### src/rtl/flag_branch_resolve_unit_if.sv
// Branch-resolve bus: ID-stage decode inputs, EX-stage flag inputs, and the
// take/link/stall/flush controls returned to the fetch and PC logic.
interface flag_branch_resolve_unit_if #(
  parameter int CNT_W = 16
);
  logic             id_valid;
  logic [10:0]      id_opcode;
  logic [3:0]       id_cond;
  logic             id_rt_zero;
  logic             ex_set_flags;
  logic [3:0]       ex_flags;
  logic [3:0]       flags;
  logic             take_branch;
  logic             br_reg;
  logic             link;
  logic             stall;
  logic             flush;
  logic [CNT_W-1:0] taken_count;

  modport master (
    output id_valid, id_opcode, id_cond, id_rt_zero, ex_set_flags, ex_flags,
    input  flags, take_branch, br_reg, link, stall, flush, taken_count
  );

  modport slave (
    input  id_valid, id_opcode, id_cond, id_rt_zero, ex_set_flags, ex_flags,
    output flags, take_branch, br_reg, link, stall, flush, taken_count
  );
endinterface

### src/rtl/flag_branch_resolve_unit.sv
// Resolves B/BL/BR/CBZ/B.cond in ID against the architectural NZCV register,
// forwarding flags from an EX-stage setter or stalling one cycle for them.
// Flag bit order everywhere: [3]=C, [2]=Z, [1]=V, [0]=N.
module flag_branch_resolve_unit #(
  parameter bit FWD_EX = 1'b1,
  parameter int CNT_W  = 16
) (
  input logic                       clk,
  input logic                       reset,
  flag_branch_resolve_unit_if.slave bus
);

  typedef enum logic {IDLE = 1'b0, HOLD = 1'b1} state_t;

  state_t           r_state;
  state_t           w_state_nxt;
  logic [3:0]       r_flags;
  logic             r_flush;
  logic [CNT_W-1:0] r_count;

  logic       w_is_b, w_is_bl, w_is_cbz, w_is_bcond, w_is_br;
  logic [3:0] w_flag_src;
  logic       w_stall;
  logic       w_take_raw;
  logic       w_take;

  // Evaluates an A64 condition code against a flag nibble.
  function automatic logic cond_eval(input logic [3:0] cond, input logic [3:0] f);
    logic c, z, v, n;
    c = f[3];
    z = f[2];
    v = f[1];
    n = f[0];
    case (cond)
      4'h0:    cond_eval = z;
      4'h1:    cond_eval = !z;
      4'h2:    cond_eval = c;
      4'h3:    cond_eval = !c;
      4'h4:    cond_eval = n;
      4'h5:    cond_eval = !n;
      4'h6:    cond_eval = v;
      4'h7:    cond_eval = !v;
      4'h8:    cond_eval = c && !z;
      4'h9:    cond_eval = !(c && !z);
      4'hA:    cond_eval = (n == v);
      4'hB:    cond_eval = (n != v);
      4'hC:    cond_eval = !z && (n == v);
      4'hD:    cond_eval = !(!z && (n == v));
      default: cond_eval = 1'b1;
    endcase
  endfunction

  // Branch-class decode; a bubble in ID decodes as nothing.
  always_comb begin
    w_is_b     = bus.id_valid && (bus.id_opcode[10:5] == 6'b000101);
    w_is_bl    = bus.id_valid && (bus.id_opcode[10:5] == 6'b100101);
    w_is_cbz   = bus.id_valid && (bus.id_opcode[10:3] == 8'b10110100);
    w_is_bcond = bus.id_valid && (bus.id_opcode[10:3] == 8'b01010100);
    w_is_br    = bus.id_valid && (bus.id_opcode == 11'b11010110000);
  end

  // Next state, stall and flag source; HOLD always reads the register,
  // which the departing setter has just written.
  always_comb begin
    w_state_nxt = IDLE;
    w_stall     = 1'b0;
    w_flag_src  = r_flags;
    case (r_state)
      IDLE: begin
        if (FWD_EX && bus.ex_set_flags) begin
          w_flag_src = bus.ex_flags;
        end
        if (!FWD_EX && w_is_bcond && bus.ex_set_flags) begin
          w_stall     = 1'b1;
          w_state_nxt = HOLD;
        end
      end
      HOLD: begin
        w_state_nxt = IDLE;
      end
      default: begin
        w_state_nxt = IDLE;
      end
    endcase
  end

  // Taken decision, suppressed while stalling or held in reset.
  always_comb begin
    w_take_raw = 1'b0;
    if (w_is_b || w_is_bl || w_is_br) begin
      w_take_raw = 1'b1;
    end else if (w_is_cbz) begin
      w_take_raw = bus.id_rt_zero;
    end else if (w_is_bcond) begin
      w_take_raw = cond_eval(bus.id_cond, w_flag_src);
    end
    w_take = w_take_raw && !w_stall && !reset;
  end

  assign bus.take_branch = w_take;
  assign bus.br_reg      = w_take && w_is_br;
  assign bus.link        = w_take && w_is_bl;
  assign bus.stall       = w_stall && !reset;
  assign bus.flush       = r_flush;
  assign bus.flags       = r_flags;
  assign bus.taken_count = r_count;

  // Architectural flags: written by any EX setter, regardless of stall.
  always_ff @(posedge clk or posedge reset) begin
    if (reset) begin
      r_flags <= 4'b0000;
    end else if (bus.ex_set_flags) begin
      r_flags <= bus.ex_flags;
    end
  end

  // FSM state register.
  always_ff @(posedge clk or posedge reset) begin
    if (reset) begin
      r_state <= IDLE;
    end else begin
      r_state <= w_state_nxt;
    end
  end

  // Flush pulse follows a taken branch by one cycle; taken counter wraps.
  always_ff @(posedge clk or posedge reset) begin
    if (reset) begin
      r_flush <= 1'b0;
      r_count <= '0;
    end else begin
      r_flush <= w_take;
      if (w_take) begin
        r_count <= r_count + CNT_W'(1);
      end
    end
  end

endmodule

### src/flat_wrapper.sv
// flat-port wrapper written by rule: the top's interface ports become plain ports
module flag_branch_resolve_unit_flat 
#(
  parameter bit FWD_EX = 1'b1,
  parameter int CNT_W  = 16
)
  (clk, reset, bus_id_valid, bus_id_opcode, bus_id_cond, bus_id_rt_zero, bus_ex_set_flags, bus_ex_flags, bus_flags, bus_take_branch, bus_br_reg, bus_link, bus_stall, bus_flush, bus_taken_count);
  flag_branch_resolve_unit_if #(.CNT_W(CNT_W)) bus_i ();
  input logic clk;
  input logic reset;
  input wire logic [$bits(bus_i.id_valid)-1:0] bus_id_valid;
  input wire logic [$bits(bus_i.id_opcode)-1:0] bus_id_opcode;
  input wire logic [$bits(bus_i.id_cond)-1:0] bus_id_cond;
  input wire logic [$bits(bus_i.id_rt_zero)-1:0] bus_id_rt_zero;
  input wire logic [$bits(bus_i.ex_set_flags)-1:0] bus_ex_set_flags;
  input wire logic [$bits(bus_i.ex_flags)-1:0] bus_ex_flags;
  output wire logic [$bits(bus_i.flags)-1:0] bus_flags;
  output wire logic [$bits(bus_i.take_branch)-1:0] bus_take_branch;
  output wire logic [$bits(bus_i.br_reg)-1:0] bus_br_reg;
  output wire logic [$bits(bus_i.link)-1:0] bus_link;
  output wire logic [$bits(bus_i.stall)-1:0] bus_stall;
  output wire logic [$bits(bus_i.flush)-1:0] bus_flush;
  output wire logic [$bits(bus_i.taken_count)-1:0] bus_taken_count;
  assign bus_i.id_valid = bus_id_valid;
  assign bus_i.id_opcode = bus_id_opcode;
  assign bus_i.id_cond = bus_id_cond;
  assign bus_i.id_rt_zero = bus_id_rt_zero;
  assign bus_i.ex_set_flags = bus_ex_set_flags;
  assign bus_i.ex_flags = bus_ex_flags;
  assign bus_flags = bus_i.flags;
  assign bus_take_branch = bus_i.take_branch;
  assign bus_br_reg = bus_i.br_reg;
  assign bus_link = bus_i.link;
  assign bus_stall = bus_i.stall;
  assign bus_flush = bus_i.flush;
  assign bus_taken_count = bus_i.taken_count;
  flag_branch_resolve_unit #(.FWD_EX(FWD_EX), .CNT_W(CNT_W)) u_core (.clk(clk), .reset(reset), .bus(bus_i));
endmodule
### config.mk
export PLATFORM = sky130hd
export DESIGN_NAME = flag_branch_resolve_unit_flat
export DESIGN_NICKNAME = d
export VERILOG_FILES = /design/src/rtl/flag_branch_resolve_unit_if.sv /design/src/rtl/flag_branch_resolve_unit.sv /design/src/flat_wrapper.sv
export SDC_FILE = /design/constraint.sdc
export NUM_CORES = 1
export LEC_CHECK = 0
export ABC_AREA = 1
export CAP_MARGIN = 20
export CORE_MARGIN = 3
export CORE_UTILIZATION = 35
export DETAILED_ROUTE_END_ITERATION = 12
export GPL_TIMING_DRIVEN = 0
export PLACE_DENSITY_LB_ADDON = 0.25
export SYNTH_ARGS = -nofsm -noshare
export SYNTH_HDL_FRONTEND = slang
export SYNTH_SLANG_ARGS = --single-unit
### constraint.sdc
create_clock -name clk -period 2.8 [get_ports clk]
set_input_delay 0.56 -clock clk [delete_from_list [all_inputs] [get_ports clk]]
set_output_delay 0.56 -clock clk [all_outputs]
set_load 0.05 [all_outputs]
== After elaboration in Yosys (flattened, before gate mapping) ==
Index checks and enable logic that the tools add are counted.

* Bits in registers: 21
* Bits in latches: 0
* Memory bits (writable): 0
* Memory bits (read-only): 0
* Output and inout bits: 25
* Memories: 0

* $add $sub $neg: 1
* Multiply operators: 0
* Div/mod/pow operators: 0
* Order comparisons: 0
* Eq/ne operators: 20
* Shift-type cells: 0
* Mux-type cells: 5
* Bitwise logic cells: 0
* Reductions and logical operators: 20

{| class="wikitable"
|+ Operators by type and width
! cell !! number
|-
| equality test 4 bit, second input constant || 6
|-
| adder 16 x 1 -> 16 bit, second input constant || 1
|-
| equality test 4 x 3 -> 1 bit, second input constant || 4
|-
| one-hot mux 1 bit (14 select lines) || 1
|-
| equality test 11 bit, second input constant || 1
|-
| logical AND 1 bit || 10
|-
| equality test 4 x 2 -> 1 bit, second input constant || 2
|-
| equality test 8 x 7 -> 1 bit, second input constant || 1
|-
| equality test 8 bit, second input constant || 1
|-
| zero test 1 bit || 7
|-
| equality test 6 x 3 -> 1 bit, second input constant || 1
|-
| equality test 6 bit, second input constant || 1
|-
| equality test 4 x 1 -> 1 bit, second input constant || 1
|-
| zero test 4 bit || 1
|-
| two-way mux 4 bit || 1
|-
| two-way mux 1 bit || 3
|-
| logical OR 1 bit || 2
|-
| equality test 1 bit || 1
|-
| != test 1 bit || 1
|}

== Logic depth before layout (Yosys ltp) ==
Gate-level depths: netlist (run 1).

* Depth after elaboration: 10
* Mapped depth: 15
* Mapped depth without buffers: 14

== Worst setup path before layout (run 1) ==
Ideal clock, no wire load.

* Path kind: reg-to-output
* Start point: register u_core.r_flags[2], in the netlist u_core.bus.flags[2]
* End point: output bus_br_reg
* Arrival: 2183 ps
* Path slack: 57 ps
* Cell stages (with the launch flop): 13
* Path through: dfrtp_1 -> inv_1 -> nand2_2 -> nand2_2 -> nand2_1 -> nand3_1 -> nand3_1 -> o21ai_1 -> nand2_1 -> nand3_2 -> nand2_4 -> nand2_2 -> nor2_1

* Word-level cells in the longest chain between the ends: 10
* Elaborated cells between the ends (all ways): 12

{| class="wikitable"
|+ Ends and longest elaborated chain
! what !! line !! RTL
|-
| start: declaration || flag_branch_resolve_unit.sv:17 || <nowiki>logic [3:0] r_flags;</nowiki>
|-
| start signal: assignment || flag_branch_resolve_unit.sv:113 || <nowiki>r_flags <= bus.ex_flags;</nowiki>
|-
| two-way mux 4 bit * || -- ||
|-
| zero test 1 bit || -- ||
|-
| logical AND 1 bit, on equally long branches || -- ||
|-
| zero test 1 bit, on equally long branches || flag_branch_resolve_unit.sv:48, flag_branch_resolve_unit.sv:44 ||
|-
| one-hot mux 1 bit (14 select lines) * || flag_branch_resolve_unit.sv:34 || <nowiki>case (cond)</nowiki>
|-
| two-way mux 1 bit * || flag_branch_resolve_unit.sv:94 || <nowiki>end else if (w_is_bcond) begin</nowiki>
|-
| two-way mux 1 bit * || flag_branch_resolve_unit.sv:92 || <nowiki>end else if (w_is_cbz) begin</nowiki>
|-
| two-way mux 1 bit * || flag_branch_resolve_unit.sv:90 || <nowiki>if (w_is_b || w_is_bl || w_is_br) begin</nowiki>
|-
| logical AND 1 bit * || flag_branch_resolve_unit.sv:97 || <nowiki>w_take = w_take_raw && !w_stall && !reset;</nowiki>
|-
| logical AND 1 bit * || flag_branch_resolve_unit.sv:101 || <nowiki>assign bus.br_reg = w_take && w_is_br;</nowiki>
|-
| end: declaration || flat_wrapper.sv:19 || <nowiki>output wire logic [$bits(bus_i.br_reg)-1:0] bus_br_reg;</nowiki>
|}

Mark *: on every way between the ends. The rest lies on a longest branch, timed or not.

== Worst setup path after layout (run 1) ==
* Start point: input bus_ex_flags[2]
* End point: output bus_link

* Word-level cells in the longest chain between the ends: 10
* Elaborated cells between the ends (all ways): 12

{| class="wikitable"
|+ Ends and longest elaborated chain
! what !! line !! RTL
|-
| start: declaration || flat_wrapper.sv:16 || <nowiki>input wire logic [$bits(bus_i.ex_flags)-1:0] bus_ex_flags;</nowiki>
|-
| two-way mux 4 bit * || -- ||
|-
| zero test 1 bit || -- ||
|-
| logical AND 1 bit, on equally long branches || -- ||
|-
| zero test 1 bit, on equally long branches || flag_branch_resolve_unit.sv:48, flag_branch_resolve_unit.sv:44 ||
|-
| one-hot mux 1 bit (14 select lines) * || flag_branch_resolve_unit.sv:34 ||
|-
| two-way mux 1 bit * || flag_branch_resolve_unit.sv:94 ||
|-
| two-way mux 1 bit * || flag_branch_resolve_unit.sv:92 ||
|-
| two-way mux 1 bit * || flag_branch_resolve_unit.sv:90 ||
|-
| logical AND 1 bit * || flag_branch_resolve_unit.sv:97 ||
|-
| logical AND 1 bit * || flag_branch_resolve_unit.sv:102 || <nowiki>assign bus.link = w_take && w_is_bl;</nowiki>
|-
| end: declaration || flat_wrapper.sv:20 || <nowiki>output wire logic [$bits(bus_i.link)-1:0] bus_link;</nowiki>
|}

Marked as above.

==> summary.md, run 1 <==
| Metric | Value |
|---|---|
| Outcome | `complete, no violations` |
| Worst EP arrival | `2090 ps` |
| Largest net degree at the start of global routing | `30` |
| Slowest cell delay on critical path | `390 ps` |
| Power density over the cells | `326.5 mW/mm^2` |
| Area of the multi-input gates | `850.8 um^2` |
| Worst r2r dst | `u_core.bus.taken_count[14]` |
| CP Capture Type | `primary output` |
| Insertion delay to the later sink of the worst-skew pair | `260 ps` |
| Clock Pin Slew Worst Setup and Hold Paths | `80 ps` |
| Power, Total | `0.7128 mW` |
| Most common cell in the netlist | `nand2_1` |
| Max_cap viols | `0` |
| Req. time, crit path | `2240 ps` |
| Mean number of vias per cell | `4.727` |
| Post-synth EDFFs | `0` |
| Final Hold Fails | `0` |
| Max FO, Critical Path | `8` |
| Yosys top cell by area | `dfrtp_1` |
| Cts hold-fix bufs | `0` |
| Top delay family on crit path | `simple AND/OR/NAND/NOR gates` |
| Post-layout util | `53.81%` |
| Fillers | `368` |
| Reg2Reg Depth | `10` |
| Total GRT Usage | `15.29%` |
| Site Rows | `23` |
| Final worst slack | `147.0 ps` |
| Worst path bufs/invs | `4` |
| # diodes | `0` |
| Post-layout minimum cycle time | `2653 ps` |
| DIE AREA | `0.005053 mm^2` |
| Fmax | `376.9 MHz` |
| # port buffers | `46` |
| Setup WS pre-CTS | `-973.9 ps` |
| CTS tree | `built` |
| Total wire length | `3702 um` |
| Clk_skew | `6.504 ps` |
| Die X | `71.09 um` |
| Period utilization | `94.75%` |
| Layer with the highest usage | `met2` |
| Clock tree buffer depth | `2` |
| Nets | `317` |
| Syn Area/Cell | `6.391 um^2` |
| Die Y | `71.09 um` |
| Peak VDD IR | `0.2025 mV` |
| TritonCTS Buffers | `3` |
| Top post-synthesis cells by area | `dfrtp_1, nand2_1, nand3_1` |
| Setup violators final | `0` |
| Starting Density | `36.54%` |
| CTS sink count | `21` |
| First drt pass iteration count | `4` |
| Routability Congestion | `0.8265` |
| Synth unique cells | `22` |
| Syn. warnings | `0` |
| 1st-iter DRT viols | `50` |
| Crit path kind | `in2out` |
| R2r startpoint | `u_core.bus.taken_count[0]` |
| Synth Flop Type | `dfrtp_1` |
| Lkg Pwr | `1.069 nW` |
| Worst-Margin Slew | `507.2 ps` |
| Register area | `525.5 um^2` |
| Met3 global-route usage | `2.415%` |
| Yosys top cell area share | `35.44%` |
| Via count | `1612` |
| Antenna viol nets, final | `0` |
| Total gr overflow | `0` |
| Post-DP HPWL | `2807 um` |
| Synthesized flop and latch total | `21` |
| Fraction of layout cells with a size suffix above 1 | `14.43%` |
| Area Overhead vs Synth | `47.26%` |
| Ports | `49` |
| Initial antenna violation count | `0` |
| Critical path startpoint category | `input pin` |
| Slowest CP cell | `clkdlybuf4s50_1` |
| DRC errors left | `0` |
| Seq/Total Area, Yosys | `35.44%` |
| Post-DP Area | `0.002006 mm^2` |
| Post-route cell area | `0.002183 mm^2` |
| M2 GR Usage | `25.33%` |
| Met1 Usage GRT | `20.63%` |
| Global-route wire length before repair | `6410 um` |
| R2R Setup Slk | `970 ps` |
| Synth Instances | `232` |
| Total Neg Setup Slack | `0 ps` |
| Syn nets | `257` |
| H-tree Lvls | `1` |
| Vias in the first global route | `1485` |
| Ys async rst share | `100.0%` |
| Most instantiated cells after synthesis | `nand2_1, nand3_1, inv_1, dfrtp_1, nor2_1` |
| Core ar. | `0.004058 mm^2` |
| Routed length per instance | `10.86 um` |
| Slew Limit Fails | `0` |
| Slew headroom | `66.08%` |
| CTS Root Cell | `clkbuf_8` |
| Mapped Area | `0.001483 mm^2` |
| Min-delay worst type | `in2async` |
| CP Cell Sequence | `clkdlybuf4s50_1 -> inv_1 -> nand2_2 -> nand2_4 -> buf_4 -> nand3_1 -> nand3_1 -> nand2_1 -> nand2_1 -> nand3_2 -> nand2_4 -> nand2_8 -> nor2_4 -> buf_8` |
## logic make-up after synthesis
| logic type | share of synthesized area [%] |
|---|---|
| and+or+nand+nor | 48.86 |
| DFF | 35.44 |
| other | 0.2529 |
| xor gates and xnor gates | 2.954 |
| adders and majority gates | 0.8437 |
| buffers and inverters | 10.72 |
| AOI/OAI and AO/OA | 0.9281 |
## metal layers
metal	part of all wire [%]	vias up
met5	0	-
met4	0.62	0
met1	48	731
li1	-	844
met2	46	35
met3	4.9	2
## how the worst max path moves through the flow
stage,cells after the start,from,slack (ps),endpoint
final,14,bus_ex_flags[2],150,bus_link
after global routing,10,bus_id_valid,-10,bus_link
after CTS,14,bus_ex_flags[1],30,bus_br_reg
after detailed placement,15,bus_ex_set_flags,-970,bus_link
after global placement,15,bus_ex_set_flags,-960,bus_link
after floorplan,12,u_core.bus.flags[2],60,bus_br_reg
## where the power goes
group | switching, mW | internal, mW
registers | 0.0121 | 0.313
logic | 0.112 | 0.0759
clock network | 0.0978 | 0.101
total | 0.222 | 0.491
## state kept, by name, summed over array words and instances (netlist names)
name and cells:
u_core.bus.flush 1, u_core.bus.taken_count 16, u_core.bus.flags 4
## layout by cell type (no fill, tap or decap)
cell / netlist / routed
buf_8: 0 / 1
a41oi_1: 1 / 1
dlymetal6s2s_1: 0 / 4
buf_4: 1 / 10
nor4_1: 4 / 3
inv_2: 1 / 2
nand2_2: 9 / 11
xor2_1: 3 / 3
clkinv_2: 0 / 1
nand3_1: 35 / 35
nand4_1: 2 / 2
clkbuf_8: 0 / 3
buf_2: 1 / 1
dlygate4sd2_1: 0 / 1
nand2_8: 0 / 1
nor4_2: 0 / 1
dfrtp_1: 21 / 21
nor2_4: 0 / 2
clkdlybuf4s50_1: 0 / 37
nor2_1: 17 / 14
nor3_1: 8 / 8
nand3_2: 1 / 1
clkbuf_2: 0 / 1
xnor2_1: 2 / 2
o21ai_1: 1 / 1
buf_6: 2 / 4
conb_1: 1 / 1
ha_1: 1 / 1
inv_1: 31 / 30
clkbuf_1: 0 / 1
nand2_1: 88 / 84
nor2_2: 0 / 1
nand2_4: 1 / 2
## layout make-up
class	instances	area share, %
plain buffers	4	1.605
repair buffers	55	24.70
clock buffers	4	2.063
flip-flops and latches	21	24.07
inverters	33	5.731
well taps	50	2.865
multi-input cells	174	38.97
## worst register-to-register path: stages (launching register included)
cell and delay, ps:
dfrtp_1 460, ha_1 220, nand3_1 170, nor2_1 130, nand3_1 100, nor2_1 100, inv_1 50, nor4_1 320
nand2_2 80, nand2_1 60, nand2_1 40
## stage by stage
step	instances	hold slack, ps
after global routing	341	448.8
final	341	404.1
after global placement	328	484.6
after detailed placement	328	487.7
after floorplan	232	670.0
after CTS	333	398.0
## repair_timing
action                     4_1_cts  5_1_grt
gates resized for setup         25       20
setup buffers                    1        8
pin swaps                        0        5
setup endpoints to repair        3        3
cloned                           0        0
Power figures use the tool's default switching activity.
==> inputs of run 2 (changes only) <==
clock period = 2.85 ns   (was 2.8 ns; I/O delays follow)
==> run 2 against run 1 <==
Effect of this change: clock skew rose by 0.64 ps; critical path depth shrank 4; worst setup slack improved by 7.4 ps.
==> summary.md, run 2 (synthesis results as in run 1) <==
| Metric | Value |
|---|---|
| Mean number of vias per cell | `4.736 (was 4.727)` |
| Total wire length | `3698 um (was 3702 um)` |
| Req. time, crit path | `2280 ps (was 2240 ps)` |
| Clk_skew | `7.147 ps (was 6.504 ps)` |
| Total gr overflow | `0 (unchanged)` |
| Die X | `71.09 um (unchanged)` |
| Cts hold-fix bufs | `0 (unchanged)` |
| Reg2Reg Depth | `10 (unchanged)` |
| Total Neg Setup Slack | `0 ps (unchanged)` |
| Power, Total | `0.7007 mW (was 0.7128 mW)` |
| Max FO, Critical Path | `8 (unchanged)` |
| Lkg Pwr | `1.060 nW (was 1.069 nW)` |
| Largest register FFs | `16 (unchanged)` |
| Flop pwr share | `45.6% (was 45.7%)` |
| Core ar. | `0.004058 mm^2 (unchanged)` |
| Power density over the cells | `322.0 mW/mm^2 (was 326.5 mW/mm^2)` |
| Routed length per instance | `10.84 um (was 10.86 um)` |
| Critical path startpoint category | `input pin (unchanged)` |
| Initial antenna violation count | `0 (unchanged)` |
| Fmax | `371.0 MHz` |
| Clock share of power | `28.1% (was 27.9%)` |
| Internal power | `0.4819 mW (was 0.4906 mW)` |
| CP Capture Type | `primary output (unchanged)` |
| Post-layout util | `53.62% (was 53.81%)` |
| Worst r2r dst | `u_core.bus.taken_count[14] (unchanged)` |
| CTS Root Cell | `clkbuf_8 (unchanged)` |
| Sw frac | `31.23% (was 31.18%)` |
| First drt pass iteration count | `4 (unchanged)` |
| Starting Density | `36.54% (unchanged)` |
| TritonCTS Buffers | `3 (unchanged)` |
| Comb power frac | `26.3% (was 26.4%)` |
| Site Rows | `23 (unchanged)` |
| Setup violators final | `0 (unchanged)` |
| Slew Limit Fails | `0 (unchanged)` |
| Final Hold Fails | `0 (unchanged)` |
| Clock tree buffer depth | `2 (unchanged)` |
| Most frequent cells in the layout | `nand2_1, clkdlybuf4s50_1, nand3_1, inv_1, dfrtp_1 (unchanged)` |
| Vias in the first global route | `1485 (unchanged)` |
| Total GRT Usage | `15.29% (unchanged)` |
| DRC errors left | `0 (unchanged)` |
| # diodes | `0 (unchanged)` |
| Worst EP arrival | `2130 ps (was 2090 ps)` |
| Min-delay worst type | `in2async (unchanged)` |
| Clock Pin Slew Worst Setup and Hold Paths | `80 ps (about the same)` |
| Max_cap viols | `0 (unchanged)` |
| Largest net degree at the start of global routing | `30 (unchanged)` |
| Post-layout minimum cycle time | `2696 ps` |
| Antenna viol nets, final | `0 (unchanged)` |
| Via count | `1615 (was 1612)` |
| 1st-iter DRT viols | `56 (was 50)` |
| Post-DP HPWL | `2807 um (unchanged)` |
| Die Y | `71.09 um (unchanged)` |
| Ports | `49 (unchanged)` |
| Slew headroom | `66.08% (about the same)` |
| NetSw | `0.2188 mW (was 0.2222 mW)` |
| Area Overhead vs Synth | `46.75% (was 47.26%)` |
| Worst-Margin Slew | `507.3 ps (was 507.2 ps)` |
| Nets | `317 (unchanged)` |
| # port buffers | `46 (unchanged)` |
| H-tree Lvls | `1 (unchanged)` |
| Global-route wire length before repair | `6410 um (unchanged)` |
| Outcome | `complete, no violations (unchanged)` |
| Most common cell after layout, fill and taps aside | `nand2_1 (unchanged)` |
| CTS tree | `built (unchanged)` |
| Period utilization | `94.58%` |
| Crit path kind | `in2out (unchanged)` |
| Peak VDD IR | `0.1993 mV (was 0.2025 mV)` |
| CTS sink count | `21 (unchanged)` |
| Insertion delay to the later sink of the worst-skew pair | `260 ps (about the same)` |
| R2R Setup Slk | `1030 ps (was 970 ps)` |
| Fraction of layout cells with a size suffix above 1 | `13.75% (was 14.43%)` |
| DIE AREA | `0.005053 mm^2 (unchanged)` |
| R2r startpoint | `u_core.bus.taken_count[0] (unchanged)` |
| Routability Congestion | `0.8265 (unchanged)` |
## run 2: cell count changes in the layout (fill, tap and decap cells not counted)
cell | previous run | this run
nor2_2 | 1 | 0
nand2_2 | 11 | 10
nor2_1 | 14 | 15
dlymetal6s2s_1 | 4 | 3
clkdlybuf4s50_1 | 37 | 38
nand2_1 | 84 | 85
## run 2: power groups by stage
stage	logic (mW)	registers (mW)	clock network, mW
after CTS	0.174	0.320	0.205
after global placement	0.172	0.326	0
final	0.184	0.320	0.197
after floorplan	0.0676	0.360	0
after detailed placement	0.174	0.326	0
after global routing	0.202	0.323	0.212
## run 2: routing by layer
layer	wire length, um	vias to the layer above	part of all wire [%]	global-route usage [%]
li1	-	843	-	-
met1	1764	730	48	20.63
met2	1697	40	46	25.33
met3	212	2	5.7	2.415
met4	23	0	0.62	4.384
met5	0	-	0	0
## run 2: area by class of cell
type | instances | area (um^2)
fillers | 370 | 1882
multi-input cells | 174 | 845.8
repair buffers | 55 | 536.8
flip-flops and latches | 21 | 525.5
inverters | 33 | 125.1
well taps | 50 | 62.56
clock buffers | 4 | 45.04
plain buffers | 4 | 35.03
## run 2: how the worst max path moves through the flow
stage	from	endpoint	slack, ps	depth (start not counted)
after floorplan	u_core.bus.flags[2]	bus_br_reg	100	12
after global placement	bus_ex_set_flags	bus_link	-930	15
after detailed placement	bus_ex_set_flags	bus_link	-940	15
after CTS	bus_ex_flags[1]	bus_br_reg	60	14
after global routing	bus_id_opcode[10]	bus_link	-10	10
final	bus_id_opcode[10]	bus_link	150	10
## run 2: what timing repair did
action / 4_1_cts / 5_1_grt
gates resized for setup: 25 / 17
setup buffers: 1 / 8
setup endpoints to repair: 3 / 3
pin swaps: 0 / 4
cloned: 0 / 0
## run 2: metrics by stage
stage,setup WS [ps],cell area (um^2),cells,hold WS [ps]
final,154.3,2176,341,410.6
after floorplan,96.99,1483,232,680.0
after CTS,57.21,2064,333,408.0
after detailed placement,-943.9,2006,328,487.7
after global placement,-932.5,2006,328,484.6
after global routing,-10.52,2176,341,458.8
## run 2: worst max-delay path, stage by stage
cell and delay (ps):
clkdlybuf4s50_1 540, nand2_1 80, nor3_1 170, nand3_1 120, nand2_1 80, a41oi_1 60
nand2_4 140, nand2_8 80, nor2_4 140, buf_8 150
